--- src/rtl/drp_arbiter_if.sv ---
// Bundle of requester-side and GT DRP-side signals for drp_arbiter.
// slave modport is the arbiter's view; master modport is the view of whatever
// drives the requests and models the GT DRP port.
interface drp_arbiter_if #(
   parameter int unsigned N_REQ  = 3,
   parameter int unsigned ADDR_W = 9
);
   // Requester side
   logic [N_REQ-1:0]        req_i;
   logic [N_REQ-1:0]        req_we_i;
   logic [N_REQ*ADDR_W-1:0] req_addr_i;
   logic [N_REQ*16-1:0]     req_di_i;
   logic [N_REQ-1:0]        ack_o;
   logic                    err_o;
   logic [15:0]             rdata_o;
   logic                    busy_o;
   // GT DRP side
   logic                    drpen_o;
   logic                    drpwe_o;
   logic [ADDR_W-1:0]       drpaddr_o;
   logic [15:0]             drpdi_o;
   logic                    drprdy_i;
   logic [15:0]             drpdo_i;

   modport slave (
      input  req_i, req_we_i, req_addr_i, req_di_i, drprdy_i, drpdo_i,
      output ack_o, err_o, rdata_o, busy_o, drpen_o, drpwe_o, drpaddr_o, drpdi_o
   );

   modport master (
      output req_i, req_we_i, req_addr_i, req_di_i, drprdy_i, drpdo_i,
      input  ack_o, err_o, rdata_o, busy_o, drpen_o, drpwe_o, drpaddr_o, drpdi_o
   );
endinterface

--- src/rtl/drp_arbiter.sv ---
// Round-robin arbiter sharing one GT DRP port between N_REQ requesters.
// One access in flight at a time: IDLE -> ISSUE (drpen pulse) -> WAIT (drprdy) -> DONE (ack).
// Optional macro DRP_TIMEOUT_EN: abort a WAIT after TIMEOUT_CYCLES cycles with err_o = 1.
module drp_arbiter #(
   parameter int unsigned N_REQ          = 3,
   parameter int unsigned ADDR_W         = 9,
   parameter int unsigned TIMEOUT_CYCLES = 1023
) (
   input logic          drp_clk,
   input logic          rst_n,
   drp_arbiter_if.slave bus
);

   localparam int unsigned IdxW = (N_REQ > 1) ? $clog2(N_REQ) : 1;

   typedef enum logic [1:0] {StIdle, StIssue, StWait, StDone} state_e;

   state_e            state_q;
   logic [IdxW-1:0]   rr_q;
   logic [IdxW-1:0]   grant_q;
   logic              we_q;
   logic [N_REQ-1:0]  ack_q;
   logic [15:0]       rdata_q;
   logic              drpen_q;
   logic              drpwe_q;
   logic [ADDR_W-1:0] addr_q;
   logic [15:0]       di_q;

   logic              pick_valid;
   logic [IdxW-1:0]   pick_idx;
   logic [IdxW-1:0]   cand;

`ifdef DRP_TIMEOUT_EN
   localparam int unsigned CntW = ($clog2(TIMEOUT_CYCLES + 1) > 10) ?
                                  $clog2(TIMEOUT_CYCLES + 1) : 10;
   logic [CntW-1:0] tmo_cnt_q;
   logic            err_q;
   assign bus.err_o = err_q;
`else
   // TIMEOUT_CYCLES only matters when the timeout is built in
   logic unused_timeout;
   assign unused_timeout = ^TIMEOUT_CYCLES;
   assign bus.err_o      = 1'b0;
`endif

   // First set request at or above the rr pointer, wrapping
   always_comb begin
      pick_valid = 1'b0;
      pick_idx   = '0;
      cand       = '0;
      for (int unsigned i = 0; i < N_REQ; i++) begin
         cand = IdxW'((32'(rr_q) + i) % N_REQ);
         if (!pick_valid && bus.req_i[cand]) begin
            pick_valid = 1'b1;
            pick_idx   = cand;
         end
      end
   end

   // Access FSM; every output is a register updated here
   always_ff @(posedge drp_clk or negedge rst_n) begin
      if (!rst_n) begin
         state_q   <= StIdle;
         rr_q      <= '0;
         grant_q   <= '0;
         we_q      <= 1'b0;
         ack_q     <= '0;
         rdata_q   <= '0;
         drpen_q   <= 1'b0;
         drpwe_q   <= 1'b0;
         addr_q    <= '0;
         di_q      <= '0;
`ifdef DRP_TIMEOUT_EN
         tmo_cnt_q <= '0;
         err_q     <= 1'b0;
`endif
      end else begin
         unique case (state_q)
            StIdle: begin
               // drprdy_i here is stray and ignored
               if (pick_valid) begin
                  grant_q <= pick_idx;
                  we_q    <= bus.req_we_i[pick_idx];
                  drpen_q <= 1'b1;
                  drpwe_q <= bus.req_we_i[pick_idx];
                  addr_q  <= bus.req_addr_i[pick_idx*ADDR_W +: ADDR_W];
                  di_q    <= bus.req_di_i[pick_idx*16 +: 16];
                  state_q <= StIssue;
               end
            end
            StIssue: begin
               // A ready coincident with drpen cannot belong to this access
               drpen_q   <= 1'b0;
               drpwe_q   <= 1'b0;
`ifdef DRP_TIMEOUT_EN
               tmo_cnt_q <= '0;
`endif
               state_q   <= StWait;
            end
            StWait: begin
               if (bus.drprdy_i) begin
                  if (!we_q) rdata_q <= bus.drpdo_i;
                  ack_q[grant_q] <= 1'b1;
`ifdef DRP_TIMEOUT_EN
                  err_q          <= 1'b0;
`endif
                  state_q        <= StDone;
               end
`ifdef DRP_TIMEOUT_EN
               else if (tmo_cnt_q == CntW'(TIMEOUT_CYCLES - 1)) begin
                  rdata_q        <= '0;
                  ack_q[grant_q] <= 1'b1;
                  err_q          <= 1'b1;
                  state_q        <= StDone;
               end else begin
                  tmo_cnt_q <= tmo_cnt_q + CntW'(1);
               end
`endif
            end
            StDone: begin
               ack_q   <= '0;
`ifdef DRP_TIMEOUT_EN
               err_q   <= 1'b0;
`endif
               if (32'(grant_q) == N_REQ - 1) rr_q <= '0;
               else                           rr_q <= grant_q + IdxW'(1);
               state_q <= StIdle;
            end
            default: state_q <= StIdle;
         endcase
      end
   end

   assign bus.ack_o     = ack_q;
   assign bus.rdata_o   = rdata_q;
   assign bus.busy_o    = (state_q != StIdle);
   assign bus.drpen_o   = drpen_q;
   assign bus.drpwe_o   = drpwe_q;
   assign bus.drpaddr_o = addr_q;
   assign bus.drpdi_o   = di_q;

endmodule

--- src/flat_wrapper.sv ---
// flat-port wrapper written by rule: the top's interface ports become plain ports
module drp_arbiter_flat 
#(
   parameter int unsigned N_REQ          = 3,
   parameter int unsigned ADDR_W         = 9,
   parameter int unsigned TIMEOUT_CYCLES = 1023
)
  (drp_clk, rst_n, bus_req_i, bus_req_we_i, bus_req_addr_i, bus_req_di_i, bus_drprdy_i, bus_drpdo_i, bus_ack_o, bus_err_o, bus_rdata_o, bus_busy_o, bus_drpen_o, bus_drpwe_o, bus_drpaddr_o, bus_drpdi_o);
  drp_arbiter_if #(.N_REQ(N_REQ), .ADDR_W(ADDR_W)) bus_i ();
  input logic drp_clk;
  input logic rst_n;
  input wire logic [$bits(bus_i.req_i)-1:0] bus_req_i;
  input wire logic [$bits(bus_i.req_we_i)-1:0] bus_req_we_i;
  input wire logic [$bits(bus_i.req_addr_i)-1:0] bus_req_addr_i;
  input wire logic [$bits(bus_i.req_di_i)-1:0] bus_req_di_i;
  input wire logic [$bits(bus_i.drprdy_i)-1:0] bus_drprdy_i;
  input wire logic [$bits(bus_i.drpdo_i)-1:0] bus_drpdo_i;
  output wire logic [$bits(bus_i.ack_o)-1:0] bus_ack_o;
  output wire logic [$bits(bus_i.err_o)-1:0] bus_err_o;
  output wire logic [$bits(bus_i.rdata_o)-1:0] bus_rdata_o;
  output wire logic [$bits(bus_i.busy_o)-1:0] bus_busy_o;
  output wire logic [$bits(bus_i.drpen_o)-1:0] bus_drpen_o;
  output wire logic [$bits(bus_i.drpwe_o)-1:0] bus_drpwe_o;
  output wire logic [$bits(bus_i.drpaddr_o)-1:0] bus_drpaddr_o;
  output wire logic [$bits(bus_i.drpdi_o)-1:0] bus_drpdi_o;
  assign bus_i.req_i = bus_req_i;
  assign bus_i.req_we_i = bus_req_we_i;
  assign bus_i.req_addr_i = bus_req_addr_i;
  assign bus_i.req_di_i = bus_req_di_i;
  assign bus_i.drprdy_i = bus_drprdy_i;
  assign bus_i.drpdo_i = bus_drpdo_i;
  assign bus_ack_o = bus_i.ack_o;
  assign bus_err_o = bus_i.err_o;
  assign bus_rdata_o = bus_i.rdata_o;
  assign bus_busy_o = bus_i.busy_o;
  assign bus_drpen_o = bus_i.drpen_o;
  assign bus_drpwe_o = bus_i.drpwe_o;
  assign bus_drpaddr_o = bus_i.drpaddr_o;
  assign bus_drpdi_o = bus_i.drpdi_o;
  drp_arbiter #(.N_REQ(N_REQ), .ADDR_W(ADDR_W), .TIMEOUT_CYCLES(TIMEOUT_CYCLES)) u_core (.drp_clk(drp_clk), .rst_n(rst_n), .bus(bus_i));
endmodule
--- config.mk ---
export PLATFORM = sky130hd
export DESIGN_NAME = drp_arbiter_flat
export DESIGN_NICKNAME = d
export VERILOG_FILES = /design/src/rtl/drp_arbiter_if.sv /design/src/rtl/drp_arbiter.sv /design/src/flat_wrapper.sv
export SDC_FILE = /design/constraint.sdc
export NUM_CORES = 1
export LEC_CHECK = 0
export BUFFER_PORTS_ARGS = -buffer_cell sky130_fd_sc_hd__buf_2
export CAP_MARGIN = 20
export CORE_MARGIN = 8
export CORE_UTILIZATION = 40
export CTS_CLUSTER_SIZE = 12
export DETAILED_ROUTE_END_ITERATION = 8
export GPL_ROUTABILITY_DRIVEN = 0
export GPL_TIMING_DRIVEN = 0
export PLACE_DENSITY = 0.75
export SYNTH_ARGS = -nofsm -noshare
export SYNTH_HDL_FRONTEND = slang
export SYNTH_SLANG_ARGS = --single-unit
--- constraint.sdc ---
create_clock -name drp_clk -period 3.04 [get_ports drp_clk]
set_input_delay 0.608 -clock drp_clk [delete_from_list [all_inputs] [get_ports drp_clk]]
set_output_delay 0.608 -clock drp_clk [all_outputs]
set_load 0.1 [all_outputs]
==> metrics.yaml <==
wl_met1_mm: 3.47
numCtsBuffers: 5
numClockSinks: 53
setup_viol_count_final: 0
crit_arrival_ns: 2.69
antenna_found_initial: 0
cts_setup_buffers: 0
crit_path_end_kind: "flop"
fp.dieArea_mm2: 0.0108
wl_met3_um: 497
cp.required_ns: 3.22
fin_crit_sh: 0.825
crit_path_end: "u_core.bus.drpdi_o[12]"
port_buffers: 146
fillers: 705
layout.nets: 540
hold_buffers: 0
die_x_um: 104
placeableCoreArea_mm2: 0.00761
worst_pin_slew_ns: 0.614
detail-route-antenna-nets: 0
drive_gt1_frac: 0.486
diodes: 0
cts_tree: "done"
area_delta_synth_final_pct: 31.2
remaining_drc_errors: 0
hold_viol: 0
start_util: 0.406
seq_area_frac_synth: 0.429
synth_warnings: 0
grt_overflow: 0
rrSetupSlack_ns: 0.53
status: "finished clean"
hp-class: "in -> async"
dr_wl_met2_mm: 4.24
synth.area.top_cells: "dfrtp_1, mux2i_1, o221ai_2"
fmax_ghz: 0.399
synth_cell_types: 43
boundaryPins: 148
synth_edf_count: 0
maxCapViolations: 0
dr.pass1.iters: 4
syn_nets: 386
clk_pin_slew_ns: 0.10
min_period_ns: 2.51
worstSetupStartpoint: "u_core.rr_q[0]"
syn_avg_cell_area_um2: 11.2
synth_cells: 277
grt_usage: 0.153
clk_latency_ns: 0.30
h-tree-depth: 2
row_count: 32
netlist_area_mm2: 0.00309
fin_skew_ns: 0.00995
die_h_um: 104
synth_seq_cells: 53
avgRoutedWirePerCell_um: 15.5
reg2regPathDepth: 8
synth_ff_type: "dfrtp_1"
clockBufferDepth: 2
via_per_inst: 5.01
slew_violations: 0
critical_path_class: "reg -> reg"
crit_path_start_kind: "flop"
drt-initial-drc-count: 77
regToRegStartpoint: "u_core.rr_q[0]"
root_buffer: "clkbuf_8"
top_layer_used: "met4"
cts_resized: 0
fin_tns_setup_ns: 0
vias: 2674
routed_wl_mm: 8.29
slew_headroom: 0.591
dpl.hpwl_mm: 6.77
synth.most_common_cell: "dfrtp_1"
synth-async-reset-ratio: 1.00
cp_max_fo: 10
synth.top_cell.area_share: 0.429
synth_commonest_cells: "dfrtp_1, inv_1, nand2_1"
grt_max_degree: 29
yosysTopAreaCell: "dfrtp_1"
grt_setup_unrepaired: "no"
r2r-end: "u_core.bus.drpdi_o[12]"
first_global_vias: 2918
grt_pass1_wl_mm: 13.9
-- per-stage QoR --
stage                     setup WS (ns)   util  hold slack, ns  cells  instance area [um^2]
final                             0.532  0.533           0.307    534                  4060
after global routing              0.312  0.533           0.355    534                  4060
after global placement            0.461  0.519           0.464    525                  3950
after detailed placement          0.498  0.522           0.469    526                  3970
after floorplan                   0.803      -           0.312    277                  3090
after CTS                         0.488  0.533           0.322    534                  4060
-- layer usage --
| metal | global-route usage | up-vias |
|---|---|---|
| li1 | - | 1297 |
| met1 | 0.172 | 1287 |
| met2 | 0.278 | 81 |
| met3 | 0.0428 | 9 |
| met4 | 0.0321 | 0 |
| met5 | 0 | - |
-- layout by cell type, fill, tap and decap left out, types with 2 or more instances in the layout --
| master | instances |
|---|---|
| a21oi_1 | 3 |
| and2_1 | 2 |
| buf_12 | 3 |
| buf_2 | 151 |
| buf_4 | 3 |
| buf_6 | 2 |
| clkbuf_1 | 4 |
| clkbuf_8 | 5 |
| dfrtp_1 | 53 |
| ha_1 | 9 |
| inv_1 | 40 |
| mux2_2 | 17 |
| mux2i_1 | 30 |
| nand2_1 | 31 |
| nand2b_1 | 2 |
| nand3b_1 | 4 |
| nor2_1 | 5 |
| nor3b_1 | 2 |
| nor4bb_1 | 2 |
| o21a_1 | 3 |
| o21ai_0 | 9 |
| o221ai_1 | 7 |
| o221ai_2 | 20 |
| o32ai_1 | 3 |
-- worst max-delay path: stages, from the launching register on --
cell and delay, ns:
dfrtp_1 0.38, inv_1 0.08, ha_1 0.32, buf_2 0.19, o41ai_1 0.45, o221ai_1 0.22, nand3_2 0.24, buf_2 0.36
o221ai_2 0.15
-- sequential cells by signal, summed over array words and instances, names as in the netlist --
| signal | flops |
|---|---|
| u_core.bus.drpdi_o | 16 |
| u_core.bus.rdata_o | 16 |
| u_core.bus.drpaddr_o | 9 |
| u_core.bus.ack_o | 3 |
| u_core.grant_q | 2 |
| u_core.rr_q | 2 |
| u_core.state_q | 2 |
| u_core.bus.drpen_o | 1 |
| u_core.bus.drpwe_o | 1 |
| u_core.we_q | 1 |
-- layout make-up --
cell class                      instances  area, um^2  share of cell area
Clock inverter                          2        13.8             0.00339
Timing Repair Buffer                  147         751               0.185
Sequential cell                        53        1330               0.327
Inverter                               40         150              0.0370
Clock buffer                            6        72.6              0.0179
Multi-Input combinational cell        169        1490               0.368
Buffer                                 15         121              0.0299
Tap cell                              102         128              0.0315
-- worst min-delay path by stage --
stage                                 start                 endpoint  cells past startpoint
finish                                rst_n   u_core.bus.rdata_o[12]                      1
global route                          rst_n   u_core.bus.rdata_o[12]                      1
CTS                                   rst_n   u_core.bus.rdata_o[12]                      1
detailed placement  u_core.bus.drpaddr_o[8]  u_core.bus.drpaddr_o[8]                      2
global placement    u_core.bus.drpaddr_o[7]  u_core.bus.drpaddr_o[7]                      2
floorplan                             rst_n      u_core.bus.ack_o[0]                      0
-- cells by family (layout without fill, tap and decap cells) --
group,Yosys count,in the layout,synth area share
other,1,1,0.00121
adders and majority gates,9,9,0.0364
buffers and inverters,55,210,0.0879
muxes,48,48,0.164
DFF,53,53,0.429
AOI/OAI and AO/OA,57,57,0.193
and+or+nand+nor,54,54,0.0883
Power is not shown: default switching activity piles up to over one toggle a cycle in this logic, so the estimate is an artifact.
